<file path="src/rtl/instr_encoder.sv">
// RV32I instruction encoder: turns decoded descriptors back into 32-bit words
// and streams them into instruction memory one word at a time.
module instr_encoder #(
    parameter int                    ADDR_WIDTH = 32,
    parameter logic [ADDR_WIDTH-1:0] BASE_ADDR  = 32'hBFC00000,
    parameter int                    DEPTH      = 1024
) (
    input  logic                         clk,
    input  logic                         rst_n,
    input  logic                         clear,
    input  logic                         in_valid,
    output logic                         in_ready,
    input  logic [2:0]                   kind,
    input  logic [2:0]                   alu_sel,
    input  logic                         byte_mode,
    input  logic                         branch_ne,
    input  logic [4:0]                   rd,
    input  logic [4:0]                   rs1,
    input  logic [4:0]                   rs2,
    input  logic [31:0]                  imm,
    output logic                         wr_en,
    output logic [ADDR_WIDTH-1:0]        wr_addr,
    output logic [31:0]                  wr_data,
    output logic [$clog2(DEPTH+1)-1:0]   count,
    output logic                         full,
    output logic                         err
);

    localparam int CW = $clog2(DEPTH+1);

    localparam logic [2:0] K_OPIMM  = 3'd0;
    localparam logic [2:0] K_LOAD   = 3'd1;
    localparam logic [2:0] K_STORE  = 3'd2;
    localparam logic [2:0] K_OP     = 3'd3;
    localparam logic [2:0] K_BRANCH = 3'd4;
    localparam logic [2:0] K_JALR   = 3'd5;
    localparam logic [2:0] K_JAL    = 3'd6;
    localparam logic [2:0] K_LUI    = 3'd7;

    typedef enum logic [1:0] {
        IDLE,
        WRITE,
        FULL
    } state_t;

    state_t state_q, state_d;

    logic [2:0]  f3_alu;
    logic        alu_ok;
    logic        is_sll;
    logic        is_sub;
    logic [31:0] enc;
    logic        legal;
    logic        accept;
    logic        last;

    always_comb begin
        f3_alu = 3'b000;
        alu_ok = 1'b1;
        unique case (alu_sel)
            3'b000:  f3_alu = 3'b000;
            3'b001:  f3_alu = 3'b000;
            3'b010:  f3_alu = 3'b111;
            3'b011:  f3_alu = 3'b110;
            3'b100:  f3_alu = 3'b001;
            3'b101:  f3_alu = 3'b010;
            default: alu_ok = 1'b0;
        endcase
    end

    assign is_sll = (alu_sel == 3'b100);
    assign is_sub = (alu_sel == 3'b001);

    always_comb begin
        enc   = 32'h0;
        legal = 1'b1;
        unique case (kind)
            K_OPIMM: begin
                // shifts carry only the 5-bit shamt; upper imm bits are dropped
                if (is_sll)
                    enc = {7'b0, imm[4:0], rs1, f3_alu, rd, 7'b0010011};
                else
                    enc = {imm[11:0], rs1, f3_alu, rd, 7'b0010011};
                legal = alu_ok && !is_sub;
            end
            K_OP: begin
                enc = {1'b0, is_sub, 5'b0, rs2, rs1, f3_alu, rd,
                       7'b0110011};
                legal = alu_ok;
            end
            K_LOAD: begin
                enc = {imm[11:0], rs1, byte_mode ? 3'b100 : 3'b010, rd,
                       7'b0000011};
            end
            K_STORE: begin
                enc = {imm[11:5], rs2, rs1, byte_mode ? 3'b000 : 3'b010,
                       imm[4:0], 7'b0100011};
            end
            K_BRANCH: begin
                enc = {imm[12], imm[10:5], rs2, rs1, 2'b00, branch_ne,
                       imm[4:1], imm[11], 7'b1100011};
                legal = !imm[0];
            end
            K_JALR: begin
                enc = {imm[11:0], rs1, 3'b000, rd, 7'b1100111};
            end
            K_JAL: begin
                enc = {imm[20], imm[10:1], imm[11], imm[19:12], rd,
                       7'b1101111};
                legal = !imm[0];
            end
            K_LUI: begin
                enc = {imm[31:12], rd, 7'b0110111};
            end
        endcase
    end

    assign in_ready = (state_q == IDLE);
    assign wr_en    = (state_q == WRITE);
    assign full     = (state_q == FULL);
    assign accept   = in_valid && in_ready && !clear;
    assign last     = (count == CW'(DEPTH - 1));

    always_ff @(posedge clk or negedge rst_n) begin
        if (!rst_n)
            state_q <= IDLE;
        else
            state_q <= state_d;
    end

    always_comb begin
        state_d = state_q;
        unique case (state_q)
            IDLE:    if (accept && legal) state_d = WRITE;
            WRITE:   state_d = last ? FULL : IDLE;
            FULL:    state_d = FULL;
            default: state_d = IDLE;
        endcase
        if (clear)
            state_d = IDLE;
    end

    always_ff @(posedge clk or negedge rst_n) begin
        if (!rst_n) begin
            wr_addr <= BASE_ADDR;
            wr_data <= 32'h0;
            count   <= '0;
            err     <= 1'b0;
        end else if (clear) begin
            wr_addr <= BASE_ADDR;
            count   <= '0;
            err     <= 1'b0;
        end else begin
            if (accept && legal)
                wr_data <= enc;
            if (accept && !legal)
                err <= 1'b1;
            if (state_q == WRITE) begin
                wr_addr <= wr_addr + ADDR_WIDTH'(4);
                count   <= count + CW'(1);
            end
        end
    end

endmodule

</file>
<file path="config.mk">
export PLATFORM = sky130hd
export DESIGN_NAME = instr_encoder
export DESIGN_NICKNAME = d
export VERILOG_FILES = /design/src/rtl/instr_encoder.sv
export SDC_FILE = /design/constraint.sdc
export NUM_CORES = 1
export LEC_CHECK = 0
export CAP_MARGIN = 40
export CORE_ASPECT_RATIO = 1.2
export CORE_MARGIN = 2
export CORE_UTILIZATION = 47
export CTS_CLUSTER_SIZE = 25
export DETAILED_ROUTE_END_ITERATION = 12
export PLACE_DENSITY = 0.84
export SLEW_MARGIN = 10
export SYNTH_ARGS = -nofsm -noshare
export SYNTH_HDL_FRONTEND = slang
export SYNTH_SLANG_ARGS = --single-unit
</file>
<file path="constraint.sdc">
create_clock -name clk -period 2.5 [get_ports clk]
set_input_delay 0.5 -clock clk [delete_from_list [all_inputs] [get_ports clk]]
set_output_delay 0.5 -clock clk [all_outputs]
set_load 0.1 [all_outputs]
</file>
---- Yosys cells after proc, flatten, opt, wreduce, memory -nomap -nowiden ----
Cells that the tools add are included.
W data, S select, Z words.
storage, ports and cells
  flip-flop bits (word level) ............. 78
  bits in latches ......................... 0
  bits in writable memories ............... 0
  bits in read-only memories .............. 0
  input port bits ......................... 59
  output and inout bits ................... 79
  word-level logic and storage cells ...... 58
  memories ................................ 0
cells by class
  add/subtract/negate cells ............... 2
  multiply operators ...................... 0
  divide/modulo/power cells ............... 0
  order comparisons ....................... 0
  equality and inequality tests ........... 16
  shift operators ......................... 0
  mux-type cells .......................... 17
  bitwise gates (word level) .............. 1
  reductions and logical operators ........ 17
operator list
  operator                 number
  $pmux W32 S8             1
  $mux W32                 3
  $add A32 B3 Y32 const B  1
  $mux W11                 2
  $eq A3 B3 Y1 const B     6
  $eq A3 B2 Y1 const B     4
  $pmux W3 S4              1
  $add A11 B1 Y11 const B  1
  $eq A11 B10 Y1 const B   1
  $mux W2                  4
  $eq A3 B1 Y1 const B     2
  $logic_not A3 Y1         2
  $pmux W2 S3              1
  $reduce_or A6 Y1         1
  $logic_and A1 B1 Y1      5
  $logic_not A1 Y1         4
  $reduce_bool A2 Y1       2
  $mux W1                  3
  $mux W3                  1
  $ne A3 B2 Y1 const B     1
  $pmux W1 S3              1
  $eq A2 B1 Y1 const B     1
  $eq A2 B2 Y1 const B     1
  $logic_not A2 Y1         1
  3 further kinds          3

---- Depth between registers and ports, before layout ----
Gate-level depths: netlist (run 1).
  depth in word-level cells ............... 9
  gate-level depth with buffers ........... 8
  gate-level depth less buffers ........... 6

---- Least setup slack after synthesis (run 1) ----
OpenSTA, ideal clock, no wires.
  path type ............................... register to register
  start point ............................. register state_q[1]
  end point ............................... register wr_data[10]
  library setup time ...................... 0.125 ns
  data arrival time ....................... 2.702 ns
  setup slack ............................. -0.327 ns
  stages on the path, launching flop included .. 7
  buffers on the path ..................... 2
  path through ............................ dfrtp_1 > nor2_1 > nand2_1 > or3_1 > buf_2 > buf_6 > mux2_4
on the way
  word-level cells in the longest chain between the ends .. 5
ends and longest elaborated chain
  element                           RTL line  source
  start, declared                   46        state_t state_q, state_d;
  start signal, assigned            128       state_q <= state_d;
  $logic_not A2 Y1                  118       assign in_ready = (state_q == IDLE);
  net in_ready                      12        output logic in_ready,
  $logic_and A1 B1 Y1 (2 in a row)  121       assign accept = in_valid && in_ready && !clear;
  $logic_and A1 B1 Y1               154       if (accept && legal)
  $reduce_and A2 Y1 (no line)       -
  end signal, assigned              155       wr_data <= enc;
  end, declared                     23        output logic [31:0] wr_data,
The timed path passes the listed nets, and every way through them passes these cells.
A chain may end at the register's enable or synchronous reset.

---- Final worst setup path (run 1) ----
  start point ............................. input port kind[1]
  end point ............................... register wr_data[17]
on the way
  word-level cells in the longest chain between the ends .. 5
  elaborated cells on any way between the ends .. 13
  those cells by class .................... 7 x eq/ne; 2 x mux; 4 x reduce/logical
ends and longest elaborated chain
  element                      RTL line  source
  start, declared              13        input logic [2:0] kind,
  $eq A3 B3 Y1                 77        unique case (kind)
  $reduce_or A2 Y1 (no line)   -
  $pmux W1 S3                  77
  $logic_and A1 B1 Y1          154
  $reduce_and A2 Y1 (no line)  -
Parallel ways exist; a longest one is shown, timed or not.

==> impl_metrics.tcl, run 1 <==
set metrics [dict create \
    place_hpwl_um 8585 \
    vias 3783 \
    final_slew_violations 0 \
    cts_resized 0 \
    chipWidth_um 90.75 \
    result_of_the_run "completed" \
    grt-ovfl-total 0 \
    fill_cells 676 \
    power_per_cell_area_nw_per_um2 724.8 \
    cts.htree.levels 3 \
    clkLatencyLatePin_ns 0.36 \
    final-instance-count-excl-fill 699 \
    synth-edff-count 0 \
    cts_inserted_buffers 9 \
    critical_path.startpoint_type "primary input" \
    worst-slew-pin-transition_ns 0.5452 \
    die_y_um 108.1 \
    floorplan.die_area_um2 9809 \
    critical_path.endpoint_type "flop" \
    crit_type "primary input to flop" \
    layout_cells_sized_above_1_pct 30.92 \
    post_drt_via_cell_ratio 5.412 \
    report.final.hold_viol_count 0 \
    synthDominantAreaCellType "sky130_fd_sc_hd__dfrtp_1" \
    grt_first_pass_wirelength_um 17980 \
    cts_tree "done" \
    timing.max_slew.rel_slack_pct 63.61 \
    post-cts-setup-buffer-count 0 \
    max_clock_freq_mhz 439.1 \
    antenna_cells 0 \
    cp_data_required_time_ns 2.74 \
    layout.nets 635 \
    first_global_vias 3737 \
    clock_path_buffers 2 \
    syn_area_um2 4244 \
    yosys_register_bits 75 \
    design.portCount 138 \
    finalWeightedCongestion 0.9045 \
    synth_largest_type_area_fraction_pct 38.92 \
    critical_path_peak_fanout 19 \
    maximum_number_of_pins_on_one_net_before_global_route_repair 49 \
    synth-main-ff-cell "sky130_fd_sc_hd__dfrtp_1" \
    grt_setup_unrepaired "no" \
    postLayoutCellArea_um2 5964 \
    ctsRootBufferMaster "sky130_fd_sc_hd__clkbuf_8" \
    synthToLayoutAreaGrowth_pct 40.54 \
    postSynth.asyncResetShare_pct 100.0 \
    placedInstanceArea_um2 5718 \
    cts_num_sinks 75 \
    setup_tns_ns 0 \
    final_cell_mix "sky130_fd_sc_hd__buf_4, sky130_fd_sc_hd__dfrtp_1, sky130_fd_sc_hd__clkdlybuf4s50_1, sky130_fd_sc_hd__nor2_1, sky130_fd_sc_hd__nand2_1" \
    setup_viol 0 \
    core_area_um2 8891 \
    holdBufCountCts 0 \
    wl_per_cell_um 15.76 \
    worst_ep_arrival_time_ns 2.52 \
    fin_skew_ns 0.008004 \
    grt_use_total_pct 23.11 \
    synth_area_leaders "sky130_fd_sc_hd__dfrtp_1, sky130_fd_sc_hd__mux2_4, sky130_fd_sc_hd__dfstp_2" \
    port-buffer-count 135 \
    worst_ir_drop_vdd_uv 599.1 \
    antenna_violations_before_repair 0 \
    max_cap_viol_count 0 \
    final_antenna_net_count 0 \
    drc_errors 0 \
    firstDrtPassIters 5 \
    syn_inst 419 \
    synth_area_per_cell_um2 10.13 \
    timing.final.crit_share_pct 91.11 \
    power.static_leakage_nw 2.733 \
    synthesis.yosys.warnings 0 \
    dr.first_iter.drc_count 144 \
    initial_core_util_pct 47.73 \
    std_cell_rows 38 \
    clkSlewWorstSetupHoldPaths_ns 0.08 \
    yosys.cell_types.count 55 \
    hp-class "primary input to async pin" \
    placed_cells_incl_taps 683 \
    ys_seq_area_share_pct 44.49 \
    final_period_minus_worst_setup_slack_ns 2.278 \
    layout.cells.most_common "sky130_fd_sc_hd__buf_4" \
    wl_um 11020 \
]
## worst max-delay path, stage by stage
cell	delay, ns
sky130_fd_sc_hd__clkdlybuf4s50_1	0.48
sky130_fd_sc_hd__or2_1	0.27
sky130_fd_sc_hd__o21ai_1	0.12
sky130_fd_sc_hd__a2bb2oi_1	0.10
sky130_fd_sc_hd__or3_2	0.53
sky130_fd_sc_hd__buf_12	0.20
sky130_fd_sc_hd__mux2_4	0.30
## logic make-up after synthesis
logic type	share of synthesized area, %
fa+ha+maj	0.5895
mux	13.77
other cells	0.08836
xor+xnor	7.636
flops	44.49
buf+inv	3.950
compound gates	11.56
simple gates	17.92
## cells in the mapped netlist (5+ instances only)
library cell               number
sky130_fd_sc_hd__a22oi_1        5
sky130_fd_sc_hd__xnor2_1       13
sky130_fd_sc_hd__clkbuf_1       9
sky130_fd_sc_hd__nand4_1       11
sky130_fd_sc_hd__dfrtp_1       66
sky130_fd_sc_hd__nor3_1         9
sky130_fd_sc_hd__a21oi_1       24
sky130_fd_sc_hd__nand2_1       40
sky130_fd_sc_hd__buf_2          5
sky130_fd_sc_hd__xor2_1        24
sky130_fd_sc_hd__o21ai_0       13
sky130_fd_sc_hd__mux2i_1        7
sky130_fd_sc_hd__nor2_1        43
sky130_fd_sc_hd__mux2_2        11
sky130_fd_sc_hd__mux2_4        26
sky130_fd_sc_hd__inv_1          8
sky130_fd_sc_hd__nand3_1       16
sky130_fd_sc_hd__and4_1         5
sky130_fd_sc_hd__or3_1          9
sky130_fd_sc_hd__o221ai_1       8
sky130_fd_sc_hd__dfstp_2        9
## area by class of cell
class	count	area [µm²]	share of cell area [%]
Clock buffer	13	178.9	3.000
Clock inverter	3	67.56	1.133
Inverter	10	37.54	0.6293
Multi-Input combinational cell	312	2196	36.82
Sequential cell	75	1888	31.66
Tap cell	120	150.1	2.517
Timing Repair Buffer	166	1446	24.25
## per-layer routing
metal	track usage (%)	wire [µm]
met2	40.78	5656
met5	0	0
met3	6.690	851
met4	8.242	189
met1	26.89	4321
## metrics by stage
stage / hold slack [ns] / utilization, % / total power [mW] / worst slack [ns]
floorplan: 0.2044 / - / 2.760 / 0.02050
global placement: 0.4806 / 64.00 / 3.211 / -0.07672
detailed placement: 0.4484 / 64.31 / 3.234 / -0.1386
CTS: 0.05134 / 67.08 / 4.364 / 0.2436
global route: 0.06425 / 67.08 / 4.484 / 0.1317
finish: 0.05713 / 67.08 / 4.323 / 0.2224
## flip-flops by register name, summed over array words and instances, names as in the netlist
name	count
state_q	2
count	11
wr_data	31
err	1
wr_addr	30
## report_power, final
| part | leakage, nW | total (mW) | internal (mW) | switching (mW) |
|---|---|---|---|---|
| sequential | 0.952 | 1.43 | 1.34 | 0.0876 |
| combinational | 1.66 | 1.78 | 0.503 | 1.27 |
| clock | 0.122 | 1.12 | 0.671 | 0.444 |
## worst paths after layout
check / endpoint / slack [ns] / from / cells past startpoint
setup / recovery: wr_data[17] / 0.22 / kind[1] / 7
min in group clk: err / 0.50 / err / 2
hold reg to reg: err / 0.50 / err / 2
hold / removal: wr_addr[21] / 0.06 / rst_n / 1
setup reg to reg: count[8] / 0.40 / state_q[1] / 6
max in group asynchronous: wr_data[24] / 1.89 / rst_n / 2
(Power assumes the default switching activity.)
==> inputs of run 2 (changes only) <==
Settings changed: ABC_CLOCK_PERIOD_IN_PS set to 2500, CORE_MARGIN 2 to 4.
==> run 2 against run 1 <==
Against the previous run:
- combinational power about the same
- register-to-register slack gained 0.07 ns
- clock skew grew 0.0044 ns
- core utilization is 0.052 points higher
- non-clock buffer count decreased by 4
- cell count decreased by 1.0%
- largest power group unchanged
==> impl_metrics.tcl, run 2 (synthesis results as in run 1) <==
set metrics [dict create \
    design.portCount 138 \
    dr.first_iter.drc_count 183 \
    final_slew_violations 0 \
    worst-slew-pin-transition_ns 0.5440 \
    maximum_number_of_pins_on_one_net_before_global_route_repair 39 \
    fin_skew_ns 0.01242 \
    post-place-ws_ns -0.1104 \
    cp_data_required_time_ns 2.71 \
    die_y_um 112.1 \
    path_buf_inv 2 \
    crit_type "primary input to flop" \
    layout.nets 631 \
    antenna_violations_before_repair 0 \
    clock_path_buffers 2 \
    hp-class "primary input to async pin" \
    power.static_leakage_nw 2.668 \
    reg2reg_to "count[8]" \
    grt_setup_unrepaired "no" \
    critical_path_peak_fanout 32 \
    power_per_cell_area_nw_per_um2 693.2 \
    final-instance-count-excl-fill 692 \
    cts.htree.levels 3 \
    vias 3741 \
    clkLatencyLatePin_ns 0.33 \
    placedInstanceArea_um2 5664 \
    final_period_minus_worst_setup_slack_ns 2.268 \
    grt-ovfl-total 0 \
    fraction_of_the_core_area_covered_by_cells_at_the_end_of_the_flow_pct 67.14 \
    placed_cells_incl_taps 676 \
    clkSlewWorstSetupHoldPaths_ns 0.09 \
    reg_to_reg_start "state_q[1]" \
    first_global_vias 3756 \
    grt_first_pass_wirelength_um 17900 \
    floorplan.die_area_um2 10620 \
    port-buffer-count 135 \
    holdBufCountCts 0 \
    wl_per_cell_um 15.89 \
    synthToLayoutAreaGrowth_pct 37.68 \
    antenna_cells 0 \
    setup_viol 0 \
    ctsRootBufferMaster "sky130_fd_sc_hd__clkbuf_8" \
    largest_register_ff_count 31 \
    worst_ir_drop_vdd_uv 528.7 \
    result_of_the_run "completed" \
    critical_path.endpoint_type "flop" \
    post_drt_via_cell_ratio 5.406 \
    final_antenna_net_count 0 \
    layout_cells_sized_above_1_pct 30.26 \
    place_hpwl_um 8457 \
    chipWidth_um 94.75 \
    grt_use_total_pct 20.93 \
    layout.cells.most_common "sky130_fd_sc_hd__buf_4" \
    timing.reg2reg.worst_path_depth 6 \
    wl_um 11000 \
    timing.max_slew.rel_slack_pct 63.73 \
    core_area_um2 8703 \
    finalWeightedCongestion 0.9152 \
    critical_path.startpoint_type "primary input" \
    max_clock_freq_mhz 440.9 \
    timing.final.crit_share_pct 90.73 \
    report.final.hold_viol_count 0 \
    largest_registers "wr_data (31), wr_addr (30), count (11)" \
    largest_register "wr_data" \
    standard_cell_with_the_maximum_stage_delay_on_the_critical_path "sky130_fd_sc_hd__clkdlybuf4s50_1" \
    cpPeakStageDelay_ns 0.49 \
    post-cts-setup-buffer-count 0 \
    max_cap_viol_count 0 \
    path_delay_family "simple AND/OR/NAND/NOR gates" \
    cts_num_sinks 75 \
    worst_path_cell_chain "clkdlybuf4s50_1, or2_1, o21ai_1, a2bb2oi_1, or3_2, buf_12, mux2_4" \
    worst-r2r-setup-slack_ns 0.47 \
    final_cell_mix "sky130_fd_sc_hd__buf_4, sky130_fd_sc_hd__dfrtp_1, sky130_fd_sc_hd__clkdlybuf4s50_1, sky130_fd_sc_hd__nor2_1, sky130_fd_sc_hd__nand2_1" \
    cts_resized 0 \
    worst_ep_arrival_time_ns 2.48 \
    worst_hold_slack_ns 0.1136 \
    critPathLaunch "kind[1]" \
    cts_inserted_buffers 9 \
    cts_tree "done" \
    drc_errors 0 \
    initial_core_util_pct 48.76 \
    std_cell_rows 37 \
    postLayoutCellArea_um2 5843 \
    timing.final.ws_setup_ns 0.2318 \
    firstDrtPassIters 4 \
]
run 2: cell count changes in the layout (fill, tap and decap cells not counted):
cell,delta
sky130_fd_sc_hd__inv_6,+1
sky130_fd_sc_hd__clkinvlp_4,+1
sky130_fd_sc_hd__buf_4,-3
sky130_fd_sc_hd__clkbuf_8,-3
sky130_fd_sc_hd__clkinv_4,+1
sky130_fd_sc_hd__bufinv_16,-2
sky130_fd_sc_hd__buf_16,-1
sky130_fd_sc_hd__clkinv_2,+1
sky130_fd_sc_hd__clkbuf_1,+1
run 2: where the power goes:
| part | internal [mW] | switching, mW | total [mW] |
|---|---|---|---|
| clock | 0.392 | 0.457 | 0.849 |
| combinational | 0.495 | 1.27 | 1.76 |
| sequential | 1.34 | 0.0973 | 1.44 |
run 2: worst reg2reg max path, delay by kind of cell (launching register included):
kind / cells / cell delay (ns)
AO/OA/AOI/OAI: 2 / 0.44
buffers and inverters: 2 / 0.42
flip-flops: 1 / 0.40
AND/OR/NAND/NOR: 2 / 0.70
run 2: per-layer routing:
metal  track usage, %  vias to the layer above  part of all wire (%)
met3            4.357                       13                   8.0
met5                0                        -                     0
met2            35.79                      165                    50
met1            26.32                     1778                    41
li1                 -                     1785                     -
met4            6.449                        0                   1.1
run 2: metrics by stage:
stage / total power [mW] / setup TNS, ns
after CTS: 4.076 / 0
after detailed placement: 3.229 / -2.733
final: 4.051 / 0
after global placement: 3.205 / -1.975
after global routing: 4.209 / 0
after floorplan: 2.760 / 0
run 2: worst max-delay path by stage:
stage                  end  depth (start not counted)
2_1_floorplan  wr_addr[21]                          5
3_5_place_dp   wr_data[20]                          7
3_3_place_gp   wr_data[23]                          7
4_1_cts        wr_data[20]                          7
6_report       wr_data[30]                          7
5_1_grt        wr_data[20]                          7
run 2: area by class of cell:
| type | count | area, µm² |
|---|---|---|
| inverters | 10 | 37.54 |
| repair buffers | 162 | 1396 |
| well taps | 117 | 146.4 |
| fillers | 706 | 2860 |
| clock inverters | 5 | 37.54 |
| clock buffers | 11 | 141.4 |
| multi-input cells | 312 | 2196 |
| flip-flops and latches | 75 | 1888 |
==> inputs of run 3 (changes only) <==
Settings changed: CELL_PAD_IN_SITES_DETAIL_PLACEMENT set to 2, CELL_PAD_IN_SITES_GLOBAL_PLACEMENT set to 2, CORE_UTILIZATION 47 to 28, PLACE_DENSITY 0.84 to 0.83.
==> run 3 against run 2 <==
Against the previous run:
- global-route usage fell by 3.0 points
- count of clock-buffer cells in the layout grew 1
- maximum frequency fell by 5.7%
- routed wire length is 38% higher
- critical path depth unchanged
- non-clock buffer count is 9 higher
- clock skew decreased by 0.0052 ns
- largest cell class unchanged
- first-iteration DRC count decreased by 24%
- die area grew 62%
- register-to-register slack lost 0.03 ns
- power is 14% higher
==> impl_metrics.tcl, run 3 (synthesis results as in run 1) <==
set metrics [dict create \
    layout.cells.most_common "sky130_fd_sc_hd__buf_4" \
    ctsRootBufferMaster "sky130_fd_sc_hd__clkbuf_16" \
    critical_path.endpoint_type "flop" \
    cp_data_required_time_ns 2.72 \
    chipWidth_um 120.4 \
    maximum_number_of_pins_on_one_net_before_global_route_repair 47 \
    grt_setup_unrepaired "no" \
    timing.reg2reg.worst_path_depth 6 \
    worst_ir_drop_vdd_uv 472.0 \
    layout.area.seq_um2 1888 \
    firstDrtPassIters 4 \
    critPathLaunch "kind[1]" \
    cts_tree "done" \
    layout_cells_sized_above_1_pct 31.68 \
    place_hpwl_um 11860 \
    result_of_the_run "completed" \
    hp-class "primary input to async pin" \
    fill_cells 1604 \
    fin_skew_ns 0.007195 \
    power.share.sequential_pct 31.4 \
    worst_ep_arrival_time_ns 2.62 \
    setup_tns_ns 0 \
    std_cell_rows 49 \
    power_internal_mw 2.700 \
    setup_viol 0 \
    clkLatencyLatePin_ns 0.34 \
    cts.htree.levels 3 \
    clkSlewWorstSetupHoldPaths_ns 0.06 \
    grt_use_total_pct 17.96 \
    final_cell_mix "sky130_fd_sc_hd__buf_4, sky130_fd_sc_hd__dfrtp_1, sky130_fd_sc_hd__clkdlybuf4s50_1, sky130_fd_sc_hd__nor2_1, sky130_fd_sc_hd__nand2_1" \
    critical_path.endpoint "wr_data[5]" \
    wl_per_cell_um 19.27 \
    power.share.combinational_pct 38.9 \
    initial_core_util_pct 28.37 \
    finalWeightedCongestion 0.8029 \
    clock_power_share_pct 29.8 \
    reg_to_reg_start "state_q[1]" \
    final_antenna_net_count 0 \
    antenna_cells 0 \
    max_cap_viol_count 0 \
    grt_first_pass_wirelength_um 24360 \
    synthToLayoutAreaGrowth_pct 44.87 \
    largest_register "wr_data" \
    port-buffer-count 135 \
    power.static_leakage_nw 2.779 \
    dr.first_iter.drc_count 139 \
    first_global_vias 4472 \
    design.portCount 138 \
    clock_path_buffers 2 \
    critical_path.startpoint_type "primary input" \
    die_y_um 142.9 \
    max_clock_freq_mhz 415.7 \
    vias 3911 \
    floorplan.die_area_um2 17200 \
    finalPower_mw 4.611 \
    antenna_violations_before_repair 1 \
    switching_power_mw 1.911 \
    worst_hold_slack_ns 0.1688 \
    post-cts-setup-buffer-count 0 \
    swShare_pct 41.44 \
    report.final.hold_viol_count 0 \
    final_period_minus_worst_setup_slack_ns 2.405 \
    cts_num_sinks 75 \
    grt-ovfl-total 0 \
    layout.nets 640 \
    timing.max_slew.rel_slack_pct 59.16 \
    critical_path_peak_fanout 12 \
    final_slew_violations 0 \
    crit_type "primary input to flop" \
    cts_inserted_buffers 9 \
    drc_errors 0 \
    core_area_um2 14960 \
    post_drt_via_cell_ratio 4.963 \
    timing.final.crit_share_pct 96.22 \
    worst-r2r-setup-slack_ns 0.44 \
    worst-slew-pin-transition_ns 0.6125 \
    reg2reg_to "wr_addr[19]" \
    largest_registers "wr_data (31), wr_addr (30), count (11)" \
    power_per_cell_area_nw_per_um2 749.9 \
    largest_register_ff_count 31 \
    wl_um 15190 \
    area_occupied_by_multi_input_gates_um2 2202 \
]
[run 3: cell types whose count changed in the layout (fill, tap and decap cells not counted), sizes merged]
cell	change
buf	+9
clkinvlp	-1
clkbuf	+1
bufinv	+1
inv	-1
[run 3: worst min path at each step]
stage / endpoint / cells past startpoint
after floorplan: count[0] / 0
after global placement: err / 2
after detailed placement: wr_data[16] / 1
after CTS: wr_addr[17] / 1
after global routing: wr_addr[17] / 1
final: wr_addr[17] / 1
[run 3: per-layer routing]
layer  wire length [µm]  global-route usage (%)
met1               6107                   20.69
met2               8204                   33.50
met3                680                   4.041
met4                180                   4.594
met5                 12                       0
[run 3: per-stage QoR]
step	cells	util [%]	worst slack [ns]	instance area, µm²
floorplan	420	-	0.02050	4250
global placement	772	38.96	-0.1333	5828
detailed placement	772	38.96	-0.2572	5828
CTS	788	41.06	0.09976	6142
global route	788	41.10	0.01347	6148
finish	788	41.10	0.09460	6148
[run 3: final cells by class]
type	instances	area share, %
clock inverters	4	0.7733
multi-input cells	312	35.82
flip-flops and latches	75	30.71
clock buffers	12	4.335
inverters	10	0.6105
repair buffers	171	23.61
well taps	204	4.151
[run 3: critical path: stages]
cell and delay (ns):
sky130_fd_sc_hd__clkdlybuf4s50_1 0.50, sky130_fd_sc_hd__or2_1 0.31, sky130_fd_sc_hd__o21ai_1 0.15, sky130_fd_sc_hd__a2bb2oi_2 0.09
sky130_fd_sc_hd__or3_2 0.51, sky130_fd_sc_hd__buf_4 0.23, sky130_fd_sc_hd__mux2_4 0.31
[run 3: power by group through the flow]
| stage | clock (mW) | sequential, mW | combinational, mW |
|---|---|---|---|
| 2_1_floorplan | 0 | 2.39 | 0.369 |
| 6_report | 1.37 | 1.45 | 1.79 |
| 4_1_cts | 1.41 | 1.45 | 1.80 |
| 3_5_place_dp | 0 | 1.46 | 1.80 |
| 5_1_grt | 1.48 | 1.46 | 1.85 |
| 3_3_place_gp | 0 | 1.46 | 1.77 |
[run 3: what timing repair did]
action,in CTS,in global routing
endpoints found under the setup margin,0,1
resized for setup,0,1
hold buffers,0,0
hold endpoints to repair,0,0
